--- config.mk ---
export PLATFORM = sky130hd
export DESIGN_NAME = seg7_count_scanner
export DESIGN_NICKNAME = d
export VERILOG_FILES = /design/src/rtl/seg7_pkg.sv /design/src/rtl/seg7_decoder.sv /design/src/rtl/seg7_count_scanner.sv
export SDC_FILE = /design/constraint.sdc
export NUM_CORES = 1
export LEC_CHECK = 0
export BUFFER_PORTS_ARGS = -buffer_cell sky130_fd_sc_hd__buf_2
export CAP_MARGIN = 20
export CELL_PAD_IN_SITES_DETAIL_PLACEMENT = 1
export CELL_PAD_IN_SITES_GLOBAL_PLACEMENT = 2
export CORE_MARGIN = 3
export CORE_UTILIZATION = 38
export CTS_CLUSTER_DIAMETER = 100
export CTS_CLUSTER_SIZE = 20
export DETAILED_ROUTE_END_ITERATION = 7
export GPL_ROUTABILITY_DRIVEN = 0
export PLACE_DENSITY_LB_ADDON = 0.15
export SYNTH_ARGS = -nofsm -noshare
export SYNTH_HDL_FRONTEND = slang
export SYNTH_SLANG_ARGS = --single-unit
--- constraint.sdc ---
create_clock -name clk -period 6.45 [get_ports clk]
set_input_delay 0.3225 -clock clk [delete_from_list [all_inputs] [get_ports clk]]
set_output_delay 0.3225 -clock clk [all_outputs]
set_load 0.02 [all_outputs]
--- src/rtl/seg7_pkg.sv ---
`default_nettype none
// ============================================================================
//  Module      : seg7_pkg
//  Description : Shared types and constants for the 2-digit 7-segment count
//                scanner: scan FSM states, digit/segment vector types and the
//                active-high gfedcba glyph table.
//  Revision    : 1.0 - initial release
// ============================================================================
package seg7_pkg;

    // Scan FSM states; each digit is preceded by an all-off blanking slot.
    typedef enum logic [2:0] {
        ST_IDLE   = 3'd0,
        ST_BLANK0 = 3'd1,
        ST_SHOW0  = 3'd2,
        ST_BLANK1 = 3'd3,
        ST_SHOW1  = 3'd4
    } state_t;

    typedef logic [3:0] digit_t;
    typedef logic [6:0] seg_t;

    // Active-high segment patterns, bit order {g,f,e,d,c,b,a}.
    localparam seg_t SEG_DIGIT [0:9] = '{
        7'h3F, 7'h06, 7'h5B, 7'h4F, 7'h66,
        7'h6D, 7'h7D, 7'h07, 7'h7F, 7'h6F
    };

    localparam seg_t SEG_OFF = 7'h00;

endpackage : seg7_pkg
`default_nettype wire

--- src/rtl/seg7_decoder.sv ---
`default_nettype none
// ============================================================================
//  Module      : seg7_decoder
//  Description : Combinational BCD digit to active-high 7-segment pattern.
//                Non-decimal codes (10..15) produce a dark digit.
//  Revision    : 1.0 - initial release
// ============================================================================
module seg7_decoder
    import seg7_pkg::*;
(
    input  logic [3:0] digit,
    output logic [6:0] seg
);

    // Table lookup; anything outside 0..9 stays blank.
    always_comb begin
        seg = SEG_OFF;
        case (digit)
            4'd0:    seg = SEG_DIGIT[0];
            4'd1:    seg = SEG_DIGIT[1];
            4'd2:    seg = SEG_DIGIT[2];
            4'd3:    seg = SEG_DIGIT[3];
            4'd4:    seg = SEG_DIGIT[4];
            4'd5:    seg = SEG_DIGIT[5];
            4'd6:    seg = SEG_DIGIT[6];
            4'd7:    seg = SEG_DIGIT[7];
            4'd8:    seg = SEG_DIGIT[8];
            4'd9:    seg = SEG_DIGIT[9];
            default: seg = SEG_OFF;
        endcase
    end

endmodule : seg7_decoder
`default_nettype wire

--- src/rtl/seg7_count_scanner.sv ---
`default_nettype none
// ============================================================================
//  Module      : seg7_count_scanner
//  Description : Shows a 4-bit count (0..15) as two decimal digits on a
//                multiplexed 2-digit 7-segment display. A scan FSM walks
//                BLANK0 -> SHOW0 -> BLANK1 -> SHOW1; count_in is snapshotted
//                once per frame so the display never tears.
//                Optional macro LEADING_ZERO_BLANK_EN: dark tens digit when 0.
//  Revision    : 1.0 - initial release
// ============================================================================
module seg7_count_scanner #(
    parameter int CLK_DIV      = 4,
    parameter int BLANK_CYCLES = 1,
    parameter int ACTIVE_LOW   = 0
) (
    input  logic       clk,
    input  logic       rst,
    input  logic       enable,
    input  logic [3:0] count_in,
    output logic [6:0] seg,
    output logic       dp,
    output logic [1:0] an,
    output logic       frame_done
);
    import seg7_pkg::*;

    localparam int c_MAX_SLOT = (CLK_DIV > BLANK_CYCLES) ? CLK_DIV : BLANK_CYCLES;
    localparam int c_PW       = (c_MAX_SLOT > 1) ? $clog2(c_MAX_SLOT) : 1;
    localparam logic [c_PW-1:0] c_SHOW_LAST  = c_PW'(CLK_DIV - 1);
    localparam logic [c_PW-1:0] c_BLANK_LAST = c_PW'(BLANK_CYCLES - 1);

    state_t            r_state;
    state_t            w_next_state;
    logic [c_PW-1:0]   r_presc;
    logic [c_PW-1:0]   w_next_presc;
    digit_t            r_snap;
    digit_t            w_next_snap;
    seg_t              r_seg;
    seg_t              w_next_seg;
    logic [1:0]        r_an;
    logic [1:0]        w_next_an;
    logic              r_frame_done;
    logic              w_next_frame_done;
    logic              w_tens;
    digit_t            w_ones;
    digit_t            w_dec_in;
    seg_t              w_dec_seg;

    // Next-state / prescaler / snapshot; capture happens only on frame start.
    always_comb begin
        w_next_state = r_state;
        w_next_presc = r_presc + c_PW'(1);
        w_next_snap  = r_snap;
        case (r_state)
            ST_IDLE: begin
                w_next_presc = '0;
                if (enable) begin
                    w_next_state = ST_BLANK0;
                    w_next_snap  = count_in;
                end
            end
            ST_BLANK0: begin
                if (r_presc == c_BLANK_LAST) begin
                    w_next_state = ST_SHOW0;
                    w_next_presc = '0;
                end
            end
            ST_SHOW0: begin
                if (r_presc == c_SHOW_LAST) begin
                    w_next_state = ST_BLANK1;
                    w_next_presc = '0;
                end
            end
            ST_BLANK1: begin
                if (r_presc == c_BLANK_LAST) begin
                    w_next_state = ST_SHOW1;
                    w_next_presc = '0;
                end
            end
            ST_SHOW1: begin
                if (r_presc == c_SHOW_LAST) begin
                    w_next_presc = '0;
                    if (enable) begin
                        w_next_state = ST_BLANK0;
                        w_next_snap  = count_in;
                    end else begin
                        w_next_state = ST_IDLE;
                    end
                end
            end
            default: begin
                w_next_state = ST_IDLE;
                w_next_presc = '0;
            end
        endcase
    end

    // Split the upcoming snapshot into tens (0/1) and ones digits.
    always_comb begin
        w_tens   = (w_next_snap >= 4'd10);
        w_ones   = w_tens ? (w_next_snap - 4'd10) : w_next_snap;
        w_dec_in = (w_next_state == ST_SHOW1) ? {3'b000, w_tens} : w_ones;
    end

    seg7_decoder u_decoder (
        .digit (w_dec_in),
        .seg   (w_dec_seg)
    );

    // Output values for the upcoming state, so the registered outputs line up with it.
    always_comb begin
        w_next_an  = 2'b00;
        w_next_seg = SEG_OFF;
        case (w_next_state)
            ST_SHOW0: begin
                w_next_an  = 2'b01;
                w_next_seg = w_dec_seg;
            end
            ST_SHOW1: begin
`ifdef LEADING_ZERO_BLANK_EN
                if (w_tens) begin
                    w_next_an  = 2'b10;
                    w_next_seg = w_dec_seg;
                end
`else
                w_next_an  = 2'b10;
                w_next_seg = w_dec_seg;
`endif
            end
            default: begin
                w_next_an  = 2'b00;
                w_next_seg = SEG_OFF;
            end
        endcase
        w_next_frame_done = (w_next_state == ST_SHOW1) && (w_next_presc == c_SHOW_LAST);
    end

    // State and registered active-high outputs; async reset blanks the display at once.
    always_ff @(posedge clk or posedge rst) begin
        if (rst) begin
            r_state      <= ST_IDLE;
            r_presc      <= '0;
            r_snap       <= '0;
            r_seg        <= SEG_OFF;
            r_an         <= 2'b00;
            r_frame_done <= 1'b0;
        end else begin
            r_state      <= w_next_state;
            r_presc      <= w_next_presc;
            r_snap       <= w_next_snap;
            r_seg        <= w_next_seg;
            r_an         <= w_next_an;
            r_frame_done <= w_next_frame_done;
        end
    end

    assign frame_done = r_frame_done;

    generate
        if (ACTIVE_LOW != 0) begin : g_active_low
            assign seg = ~r_seg;
            assign an  = ~r_an;
            assign dp  = 1'b1;
        end else begin : g_active_high
            assign seg = r_seg;
            assign an  = r_an;
            assign dp  = 1'b0;
        end
    endgenerate

endmodule : seg7_count_scanner
`default_nettype wire

; After elaboration in Yosys (flattened, before gate mapping)
; Memory sizes are Yosys's and may differ from the RTL's.
; Cells that the tools add are included.
[classes]
addsub = 2
mul = 0
div_mod_pow = 0
magnitude_cmp = 1
n_eq_ne = 8
n_shift = 0
mux = 17
bitwise_logic = 0
reduce_logical = 6
[op_table]
columns = operator, count
row1 = $mux 4, 4
row2 = $mux 3, 5
row3 = $pmux 3 s5, 1
row4 = $eq 3x2->1 const B, 3
row5 = $pmux 2 s2, 2
row6 = $pmux 4 s2, 1
row7 = $mux 7, 1
row8 = $eq 3x3->1 const B, 2
row9 = $reduce_or 2->1, 3
row10 = $eq 2x2->1 const B, 2
row11 = $ge 4x4->1 const B, 1
row12 = $mux 2, 2
row13 = $sub 4x4->4 const B, 1
row14 = $eq 3x1->1 const B, 1
row15 = $logic_not 3->1, 1
row16 = $add 2x1->2 const B, 1
row17 = $logic_not 2->1, 1
row18 = $logic_and 1x1->1, 1
row19 = $mux 1, 1
[totals]
ff_bits = 19
latchBits = 0
mem_bits_rw = 0
mem_bits_ro = 112
in_bits = 7
out_inout_bits = 11
n_memories = 1
[memory_table]
columns = name, depth, width, rd, rd_ports_with_merged_regs, write_ports, line
row1 = (no name shown), 16, 7, 1, 0, 0, seg7_decoder.sv:18  ; case (digit)

; Longest topological paths before layout
; Gate-level depths: netlist (run 1).
; An unclocked memory read counts as a cell.
[logic_depth]
word_depth = 8
ltp_mapped = 12
ltp_nobuf = 12

; Hierarchy
; From an unflattened synthesis (run 1), not the netlist that was laid out.
[unflattened]
hier_cells = 116
area_unflattened_um2 = 1189.9
[modules_own_cells]
columns = mod, instances, cells_per_inst, area_per_inst_um2, seq_area_each_um2
row1 = seg7_count_scanner, 1, 90, 988.4, 475.5
row2 = seg7_decoder, 1, 26, 201.4, 0.0

; Least setup slack after synthesis (run 1)
; No wires, ideal clock.
[synth_path]
path_kind = flip-flop to flip-flop
startpoint = reg r_state[0]
endpoint = reg r_seg[6] (netlist: seg[6])
arrival_time_ns = 2.335
required_time_ns = 6.355
slack_ns = 4.020
stages_incl_launch_ff = 10
synth_period_minus_slack_ns = 2.430
path_cell_list = dfrtp_1 > buf_6 > or3b_1 > or2_4 > buf_6 > mux2i_1 > ha_1 > o311ai_4 > nand2_1 > o31ai_1
[synth_between]
elab_chain_cells = 7
elab_cells_between_ends = 21
classes_between = add/sub (1) / order compare (1) / eq/ne (6) / mux (10) / reduce/logical (2) / memory (1)
[synth_lines]
columns = element, line
row1 = start: declaration, seg7_count_scanner.sv:32  ; state_t r_state;
row2 = start signal: assignment, seg7_count_scanner.sv:148  ; r_state <= w_next_state;
row3 = $eq 3x3->1 / $logic_not 3->1 (equally long branches), seg7_count_scanner.sv:54  ; case (r_state)
row4 = $pmux 4 s2, seg7_count_scanner.sv:54
row5 = $sub 4x4->4 / $ge 4x4->1 (equally long branches), "seg7_count_scanner.sv:101, seg7_count_scanner.sv:100"
row6 = $mux 4, seg7_count_scanner.sv:101  ; w_ones = w_tens ? (w_next_snap - 4'd10) : w_next_snap;
row7 = $mux 4, seg7_count_scanner.sv:102  ; w_dec_in = (w_next_state == ST_SHOW1) ? {3'b000, w_tens} : w_ones;
row8 = $mem_v2 16x7, --
row9 = $mux 7 *, seg7_count_scanner.sv:114  ; case (w_next_state)
row10 = via w_next_seg[6], seg7_count_scanner.sv:39  ; seg_t w_next_seg;
row11 = end signal: assignment, seg7_count_scanner.sv:151  ; r_seg <= w_next_seg;
row12 = end: declaration, seg7_count_scanner.sv:38  ; seg_t r_seg;
; The timed path passes the listed nets; every way through them passes the cells marked *.

; Worst setup path after layout (run 1)
[layout_path]
startpoint = reg r_state[0]
endpoint = reg r_seg[0] (netlist: seg[0])
; The elaborated chain is that of the path after synthesis.

==> impl_metrics.csv, run 1 <==
group,metric,value,unit
run_status,status,"completed",
critical_path,worstReg2RegEnd,"seg[0]$_DFF_PP0_",
clocking,cts_root_buffer,"clkbuf_4",
timing,tns,0,ps
critical_path,crit_arrival,2770,ps
synth,synth-seq-area-share,0.404,
global_route,gr-usage-all-layers,0.138,
synth,synth_seq_cells,19,
flow_run,drv_cap,0,
floorplanning,start_util,0.413,
synth,synth_area,1180,sq um
drt,drtPass1Iterations,4,
timing,hold_viol,0,
timing,period_share,0.402,
clocking,clock_latency,290,ps
critical_path,r2r-start,"r_state[0]$_DFF_PP0_",
global_route,overflow,0,
critical_path,path_max_fanout,12,
timing,worst_slew_pin_slew,708,ps
synth,synthAdderAreaFrac,0.106,
cells_and_area,stdcell_area,1280,sq um
timing,fin_crit,2590,ps
min_path,hp-class,"in2async",
timing,clock.fmax,386,MHz
synth,synth_xor_xnor_area_share,0.00744,
cells_and_area,antennaDiodeCount,0,
synth,yosys.area_share.simple,0.158,
critical_path,worstSetupStartpointType,"flip-flop",
synth,ys_types,42,
clocking,cts_tree,"yes",
synth,syn_inst,113,
cells_and_area,instances_no_fill,159,
critical_path,crit_start,"r_state[0]$_DFF_PP0_",
synth,synth_compound_area_frac,0.171,
power_and_ir_drop,max-vdd-ir-drop,0.245,mV
drt,avgRoutedWirePerCell,14.9,microns
floorplanning,die-width,61.7,microns
drt,antenna_left,0,
critical_path,cp-endpoint,"seg[0]$_DFF_PP0_",
global_route,grt_pass1_wl,3.77,mm
drt,drc,0,
timing,slew-limit-headroom,0.528,
floorplanning,die_area,3800,sq um
clocking,cts_buffers,3,
critical_path,critical_path_class,"reg2reg",
place,dp_slack,3870,ps
clocking,htreeDepth,1,
power_and_ir_drop,power_density,578,nW/um^2
cells_and_area,area_growth,9.14,%
critical_path,r2r_slack,3860,ps
synth,syn-num-nets,130,
synth,yosysWarnings,0,
drt,wirelength,2.36,mm
floorplanning,die_h,61.7,microns
drt,vias,855,
place,place_inst,155,
floorplanning,num_rows,19,
clocking,clockBufferDepth,2,
cells_and_area,fillers,341,
timing,rsz0062_at_grt,"no",
cells_and_area,final_nets,146,
global_route,antenna_found_initial,0,
cells_and_area,layout_commonest_cell,"dfrtp_1",
place,io_buffer_count,16,
drt,drt_iter0_markers,12,
synth,avgSynthCellArea,10.4,sq um
cells_and_area,final_layout_size_suffix_gt1_frac,0.234,
synth,synth_top_family_by_area,"compound AO/OA/AOI/OAI gates",
timing,clock_skew,1.62,ps
synth,synthMuxAreaShare,0.0818,
global_route,grt_max_degree,20,
timing,drv_slew,0,
critical_path,crit_required,6630,ps
floorplanning,io_pins,18,
place,place_area,1260,sq um
drt,avgViaCountPerCell,5.38,
timing,fin_ws,3860,ps
clocking,clock-sinks,19,
critical_path,rr_worst_depth,7,
power_and_ir_drop,p_leak,0.669,nW
floorplanning,core_area,2850,sq um
power_and_ir_drop,finalPower,743,uW
timing,setup_viol,0,
clocking,cts_resized,0,
clocking,cts_setup_buffers,0,
cells_and_area,final_cell_mix,"dfrtp_1, buf_2, inv_1, ha_1, mux2i_1",
clocking,cts.clk_slew.worst_paths,110,ps
place,place.detailed.hpwl,1.89,mm
global_route,first_global_vias,824,
clocking,hold_buffers,0,
critical_path,cp-end-kind,"flip-flop",
[stage by stage]
| stage | util | hold WS [ps] |
|---|---|---|
| after floorplan | - | 274 |
| after global placement | 0.441 | 477 |
| after detailed placement | 0.441 | 482 |
| after CTS | 0.450 | 146 |
| after global routing | 0.450 | 180 |
| final | 0.450 | 122 |
[kinds of logic (layout without fill, tap and decap cells)]
| group | Yosys count | in the layout |
|---|---|---|
| multiplexers | 9 | 9 |
| AND/OR/NAND/NOR | 31 | 31 |
| other | 1 | 1 |
| XOR/XNOR | 1 | 1 |
| buffers and inverters | 16 | 31 |
| flip-flops | 19 | 19 |
| adder cells (fa/ha/maj) | 10 | 10 |
| AO/OA/AOI/OAI | 26 | 26 |
[layout make-up]
class	instances	area, sq um	area share
clock buffer	3	22.5	0.0175
clock inverter	1	5.00	0.00389
inverter	11	41.3	0.0321
multi-input combinational	78	622	0.484
sequential	19	475	0.370
tap	31	38.8	0.0302
timing repair buffer	16	80.1	0.0623
[routing by layer]
metal  vias up  part of all wire  track usage
li1        422                 -            -
met1       422              0.45        0.161
met2         9              0.50        0.241
met3         2             0.030       0.0356
met4         0             0.011       0.0545
met5         -                 0            0
[synthesized netlist by cell type, drive strengths merged]
master	number	area, sq um
dfrtp	19	475
inv	11	41.3
ha	10	125
a21oi	7	46.3
mux2i	7	70.1
nand2	6	22.5
o21ai	6	33.8
buf	4	35.0
nor2b	4	25.0
o31ai	4	30.0
or2	4	27.5
nor2	3	11.3
and3	2	12.5
mux2	2	26.3
o22a	2	17.5
or3	2	12.5
or3b	2	17.5
a21o	1	7.51
and2	1	6.26
clkbuf	1	3.75
conb	1	3.75
nand2b	1	6.26
nand3b	1	7.51
nand4	1	6.26
nand4b	1	8.76
nor3	1	5.00
nor3b	1	7.51
o2111ai	1	8.76
o211ai	1	7.51
o21a	1	7.51
o21bai	1	7.51
o311ai	1	26.3
o41ai	1	8.76
or4b	1	10.0
xnor2	1	8.76
[power by group]
group	switching, mW	total, mW	internal (mW)
sequential	0.0443	0.214	0.170
clock	0.0360	0.0591	0.0230
combinational	0.274	0.470	0.196
total	0.354	0.743	0.389
[flip-flops by register name, indices dropped and copies added (netlist names)]
name,cells
frame_done,1
r_state,3
an,2
r_snap,4
seg,7
r_presc,2
[worst max-delay path, cell delays in order (launching register included)]
cell and delay (ps):
dfrtp_1 490, or3b_1 420, or2_4 320, mux2i_1 160, ha_1 240, o311ai_4 480
or3_1 260, o21ai_0 110
[how the worst min path moves through the flow]
stage | slack [ps] | cells after the start | to
after floorplan | 270 | 1 | an[0]$_DFF_PP0_
after global placement | 480 | 2 | r_snap[0]$_DFF_PP0_
after detailed placement | 480 | 2 | frame_done$_DFF_PP0_
after CTS | 150 | 2 | r_presc[0]$_DFF_PP0_
after global routing | 180 | 2 | r_presc[0]$_DFF_PP0_
final | 120 | 2 | r_state[1]$_DFF_PP0_
Note: power is estimated with default switching activity, not from simulation.
==> run 2, diff against run 1 <==
- CORE_UTILIZATION: 38 -> 35
- clock period: 6.45 -> 2.49 ns (I/O delays scaled with it)
==> run 2 against run 1 <==
Effect of this change:
- worst setup slack worse by 3800 ps
- hold slack lost 37 ps
- total power grew to 3.0 times the previous value
- via count is 6.4% higher
- routed wire length rose by 11%
- cell count is 16% higher
- first-iteration DRC count rose by 17%
- clock power grew to 2.7 times the previous value
- flip-flop and latch count unchanged
- register-to-register slack worse by 3800 ps
- clock-buffer cell count is the same
- critical path type unchanged
- critical endpoint is now seg[5]$_DFF_PP0_
==> impl_metrics.csv, run 2 (synthesis gave the netlist of run 1 again) <==
group,metric,value,unit
flow_run,drv_cap,0,
clocking,clock-sinks,19,
global_route,use_met2,0.240,
critical_path,cp-end-kind,"flip-flop",
drt,vias,910,
critical_path,crit_required,2710,ps
cells_and_area,fillers,352,
floorplanning,die_h,64,microns
power_and_ir_drop,sw_frac_of_total,0.457,
timing,clock_skew,6.14,ps
floorplanning,die-width,64,microns
power_and_ir_drop,finalPower,2.21,mW
global_route,busiest_layer,"met2",
clocking,cts_tree,"yes",
cells_and_area,layout_commonest_cell,"dfrtp_1",
timing,slew-limit-headroom,0.518,
critical_path,crit_arrival,2640,ps
drt,wirelength,2.62,mm
power_and_ir_drop,p_sw,1.01,mW
place,io_buffer_count,16,
global_route,overflow,0,
global_route,antenna_found_initial,0,
critical_path,path_max_fanout,7,
power_and_ir_drop,power_density,1530,nW/um^2
cells_and_area,fin_util,0.464,
global_route,grt_max_degree,20,
cells_and_area,area_growth,23.2,%
floorplanning,die_area,4100,sq um
floorplanning,start_util,0.376,
place,place.detailed.hpwl,2.07,mm
critical_path,worstSetupStartpointType,"flip-flop",
global_route,use_met1,0.165,
clocking,cts_buffers,3,
place,dp_slack,32.8,ps
drt,drtPass1Iterations,4,
drt,drc,0,
run_status,status,"completed",
power_and_ir_drop,clkPwrFrac,0.071,
timing,period_share,0.972,
cells_and_area,largest_reg_flops,7,
timing,clock.fmax,413,MHz
timing,fin_ws,68.7,ps
timing,hold_viol,0,
timing,setup_viol,0,
clocking,htreeDepth,1,
floorplanning,num_rows,20,
global_route,grtUsageMet3,0.0211,
power_and_ir_drop,max-vdd-ir-drop,0.573,mV
drt,avgViaCountPerCell,4.92,
timing,tns,0,ps
floorplanning,io_pins,18,
timing,drv_slew,0,
timing,worst_slew_pin_slew,722,ps
power_and_ir_drop,p_seq_frac,0.238,
cells_and_area,final_layout_size_suffix_gt1_frac,0.390,
min_path,hp-class,"in2reg",
drt,drt_iter0_markers,14,
power_and_ir_drop,p_int,1.20,mW
cells_and_area,final_nets,159,
global_route,first_global_vias,922,
power_and_ir_drop,comb_power_share,0.691,
place,place_area,1350,sq um
global_route,gr-usage-all-layers,0.133,
cells_and_area,stdcell_area,1450,sq um
clocking,cts_root_buffer,"clkbuf_4",
drt,antenna_left,0,
clocking,cts.clk_slew.worst_paths,110,ps
drt,avgRoutedWirePerCell,14.2,microns
global_route,grt_pass1_wl,4.35,mm
critical_path,critical_path_class,"reg2reg",
power_and_ir_drop,p_leak,0.723,nW
floorplanning,core_area,3130,sq um
timing,fin_crit,2420,ps
cells_and_area,final_cell_mix,"dfrtp_1, buf_2, buf_4, inv_1, ha_1",
cells_and_area,antennaDiodeCount,0,
clocking,clockBufferDepth,2,
clocking,clock_latency,300,ps
## run 2: cell types whose count changed in the layout (fill, tap and decap cells not counted), sizes merged
cell | previous run | this run
buf | 16 | 28
dlygate4sd3 | 0 | 1
## run 2: layout make-up
| cell class | instances | area, sq um | share of cell area |
|---|---|---|---|
| clock buffer | 3 | 22.5 | 0.0155 |
| clock inverter | 1 | 5.00 | 0.00345 |
| inverter | 11 | 41.3 | 0.0285 |
| multi-input combinational | 78 | 671 | 0.462 |
| sequential | 19 | 475 | 0.328 |
| tap | 44 | 55.1 | 0.0380 |
| timing repair buffer | 29 | 180 | 0.124 |
## run 2: repair_timing
action | in CTS | in global routing
endpoints found under the setup margin | 2 | 6
pin swaps | 0 | 1
hold buffers | 1 | 0
endpoints found under the hold margin | 19 | 0
setup buffers | 0 | 2
resized for setup | 1 | 13
## run 2: stage by stage
| stage | hold slack [ps] | std cells |
|---|---|---|
| after floorplan | 75.6 | 113 |
| after global placement | 269 | 178 |
| after detailed placement | 284 | 178 |
| after CTS | 71.2 | 183 |
| after global routing | 81.2 | 185 |
| final | 84.9 | 185 |
## run 2: final timing paths
path | cells past startpoint | to | slack (ps) | start
worst max-delay path | 8 | seg[5]$_DFF_PP0_ | 70 | r_state[0]$_DFF_PP0_
worst min-delay path | 3 | r_snap[0]$_DFF_PP0_ | 80 | count_in[0]
worst max register to register | 8 | seg[5]$_DFF_PP0_ | 70 | r_state[0]$_DFF_PP0_
worst min register to register | 2 | r_snap[0]$_DFF_PP0_ | 520 | r_snap[0]$_DFF_PP0_
max in group asynchronous | 3 | r_state[1]$_DFF_PP0_ | 1560 | rst
min in group asynchronous | 3 | seg[6]$_DFF_PP0_ | 470 | rst
## run 2: routing by layer
| layer | routed length, microns | part of all wire | up-vias |
|---|---|---|---|
| met5 | 0 | 0 | - |
| met4 | 0 | 0 | 0 |
| met3 | 51 | 0.019 | 0 |
| met2 | 1410 | 0.54 | 8 |
| met1 | 1160 | 0.44 | 458 |
| li1 | - | - | 444 |
## run 2: critical path, stage by stage, from the launching register on
cell and delay (ps):
dfrtp_1 400, or3b_1 400, or2_4 310, mux2i_2 230, ha_2 250, o311ai_4 110
buf_4 170, or3_4 400, o31ai_1 80
## run 2: power by group through the flow
| stage | clock network, mW | logic [mW] | registers (mW) |
|---|---|---|---|
| 4_1_cts | 0.167 | 1.42 | 0.522 |
| 2_1_floorplan | 0 | 0.961 | 0.570 |
| 5_1_grt | 0.185 | 1.69 | 0.546 |
| 3_3_place_gp | 0 | 1.38 | 0.518 |
| 3_5_place_dp | 0 | 1.41 | 0.529 |
| 6_report | 0.158 | 1.53 | 0.526 |
==> run 3, diff against run 2 <==
- clock period: 2.49 -> 2.4 ns (I/O delays scaled with it)
==> run 3 against run 2 <==
Effect of this change:
- critical path depth down 1
- first-iteration DRC count increased by 140%
- utilization up 1.5 points
- register-to-register slack lost 20 ps
- cell count decreased by 0.54%
- die area stayed put
- fmax up 3.1%
- design area up 3.3%
- largest cell class unchanged
- highest routed layer is now met4
==> impl_metrics.csv, run 3 (synthesis gave the netlist of run 1 again) <==
group,metric,value,unit
cells_and_area,final_cell_mix,"dfrtp_1, buf_2, inv_1, buf_4, ha_1",
clocking,cts_root_buffer,"clkbuf_4",
place,io_buffer_count,16,
cells_and_area,layout_commonest_cell,"dfrtp_1",
drt,drt_iter0_markers,34,
critical_path,crit_arrival,2580,ps
critical_path,rr_worst_depth,7,
drt,avgRoutedWirePerCell,16.0,microns
floorplanning,core_area,3130,sq um
min_path,holdPathStages,3,
clocking,cts.clk_slew.worst_paths,120,ps
timing,fin_ws,50.5,ps
drt,wirelength,2.95,mm
cells_and_area,final_layout_size_suffix_gt1_frac,0.429,
flow_run,drv_cap,0,
floorplanning,die_h,64,microns
timing,hold_viol,0,
clocking,clockBufferDepth,2,
floorplanning,num_rows,20,
timing,rsz0062_at_grt,"yes",
critical_path,worstReg2RegEnd,"seg[3]$_DFF_PP0_",
critical_path,critical_path_class,"reg2reg",
cells_and_area,final_nets,158,
place,dp_slack,-86.7,ps
drt,drc,0,
min_path,hold_start,"count_in[0]",
place,place_inst,175,
clocking,clock_latency,310,ps
global_route,first_global_vias,937,
timing,period_share,0.979,
floorplanning,io_pins,18,
timing,worst_hold_slack,71.5,ps
drt,antenna_left,0,
floorplanning,start_util,0.376,
floorplanning,die_area,4100,sq um
global_route,grt_pass1_wl,4.45,mm
timing,setup_viol,0,
clocking,cts_tree,"yes",
cells_and_area,instances_no_fill,184,
place,place.detailed.hpwl,1.97,mm
timing,clock.fmax,426,MHz
min_path,hp-class,"in2reg",
drt,avgViaCountPerCell,5.07,
critical_path,cp-end-kind,"flip-flop",
clocking,cts_buffers,3,
timing,drv_slew,0,
critical_path,r2r-start,"r_state[0]$_DFF_PP0_",
global_route,overflow,0,
critical_path,path_max_fanout,7,
timing,worst_slew_pin_slew,722,ps
timing,fin_crit,2350,ps
critical_path,r2r_slack,50,ps
global_route,gr-usage-all-layers,0.138,
cells_and_area,largest_reg_flops,7,
global_route,grt_max_degree,20,
clocking,clock-sinks,19,
run_status,status,"completed",
global_route,antenna_found_initial,0,
timing,clock_skew,11.0,ps
min_path,hold-path-endpoint,"r_snap[0]$_DFF_PP0_",
cells_and_area,area_growth,27.2,%
floorplanning,die-width,64,microns
clocking,htreeDepth,1,
critical_path,worstSetupStartpointType,"flip-flop",
cells_and_area,antennaDiodeCount,0,
drt,drtPass1Iterations,2,
timing,slew-limit-headroom,0.518,
critical_path,crit_required,2630,ps
drt,vias,933,
-- run 3: how the worst max path moves through the flow --
stage	from	to	slack, ps	cells past startpoint
after floorplan	r_state[0]$_DFF_PP0_	seg[6]$_DFF_PP0_	40	9
after global placement	r_presc[0]$_DFF_PP0_	seg[3]$_DFF_PP0_	-30	11
after detailed placement	r_presc[0]$_DFF_PP0_	seg[3]$_DFF_PP0_	-90	11
after CTS	r_state[0]$_DFF_PP0_	seg[6]$_DFF_PP0_	-0.6	7
after global routing	r_state[0]$_DFF_PP0_	seg[5]$_DFF_PP0_	-60	7
final	r_state[0]$_DFF_PP0_	seg[3]$_DFF_PP0_	50	7
-- run 3: stage by stage --
| step | setup TNS [ps] | instance area (sq um) | util |
|---|---|---|---|
| 5_1_grt | -280 | 1500 | 0.479 |
| 3_5_place_dp | -186 | 1330 | 0.424 |
| 6_report | 0 | 1500 | 0.479 |
| 3_3_place_gp | -52.9 | 1330 | 0.424 |
| 4_1_cts | -0.600 | 1370 | 0.439 |
| 2_1_floorplan | 0 | 1180 | - |
-- run 3: critical path, cell delays in order (launching register included) --
cell	delay (ps)
dfrtp_1	400
or3b_4	400
or2_4	290
mux2i_4	210
ha_4	190
o311ai_4	390
o21ai_2	120
o31ai_2	260
-- run 3: layout make-up --
type,count,area (sq um)
fill,356,1630
multi-input combinational,80,742
sequential,19,475
inverter,11,41.3
tap,44,55.1
timing repair buffer,26,158
clock buffer,4,26.3
-- run 3: timing repair --
| item | CTS | global route |
|---|---|---|
| resized for setup | 4 | 19 |
| buffers inserted | 0 | 2 |
| cloned | 0 | 2 |
| hold buffers | 1 | 0 |
| endpoints found under the hold margin | 19 | 0 |
| setup endpoints to repair | 3 | 7 |
| pin swaps | 0 | 9 |
-- run 3: routing by layer --
| metal | global-route usage | routed length (microns) | vias up |
|---|---|---|---|
| met5 | 0 | 0 | - |
| met4 | 0.0243 | 65 | 0 |
| met3 | 0.0316 | 68 | 7 |
| met2 | 0.236 | 1450 | 11 |
| met1 | 0.179 | 1370 | 465 |
| li1 | - | - | 450 |
Power of run 3 is left out: the tool's default activity adds up to more than one toggle a clock period on the data nets, which glitch-free logic cannot reach.
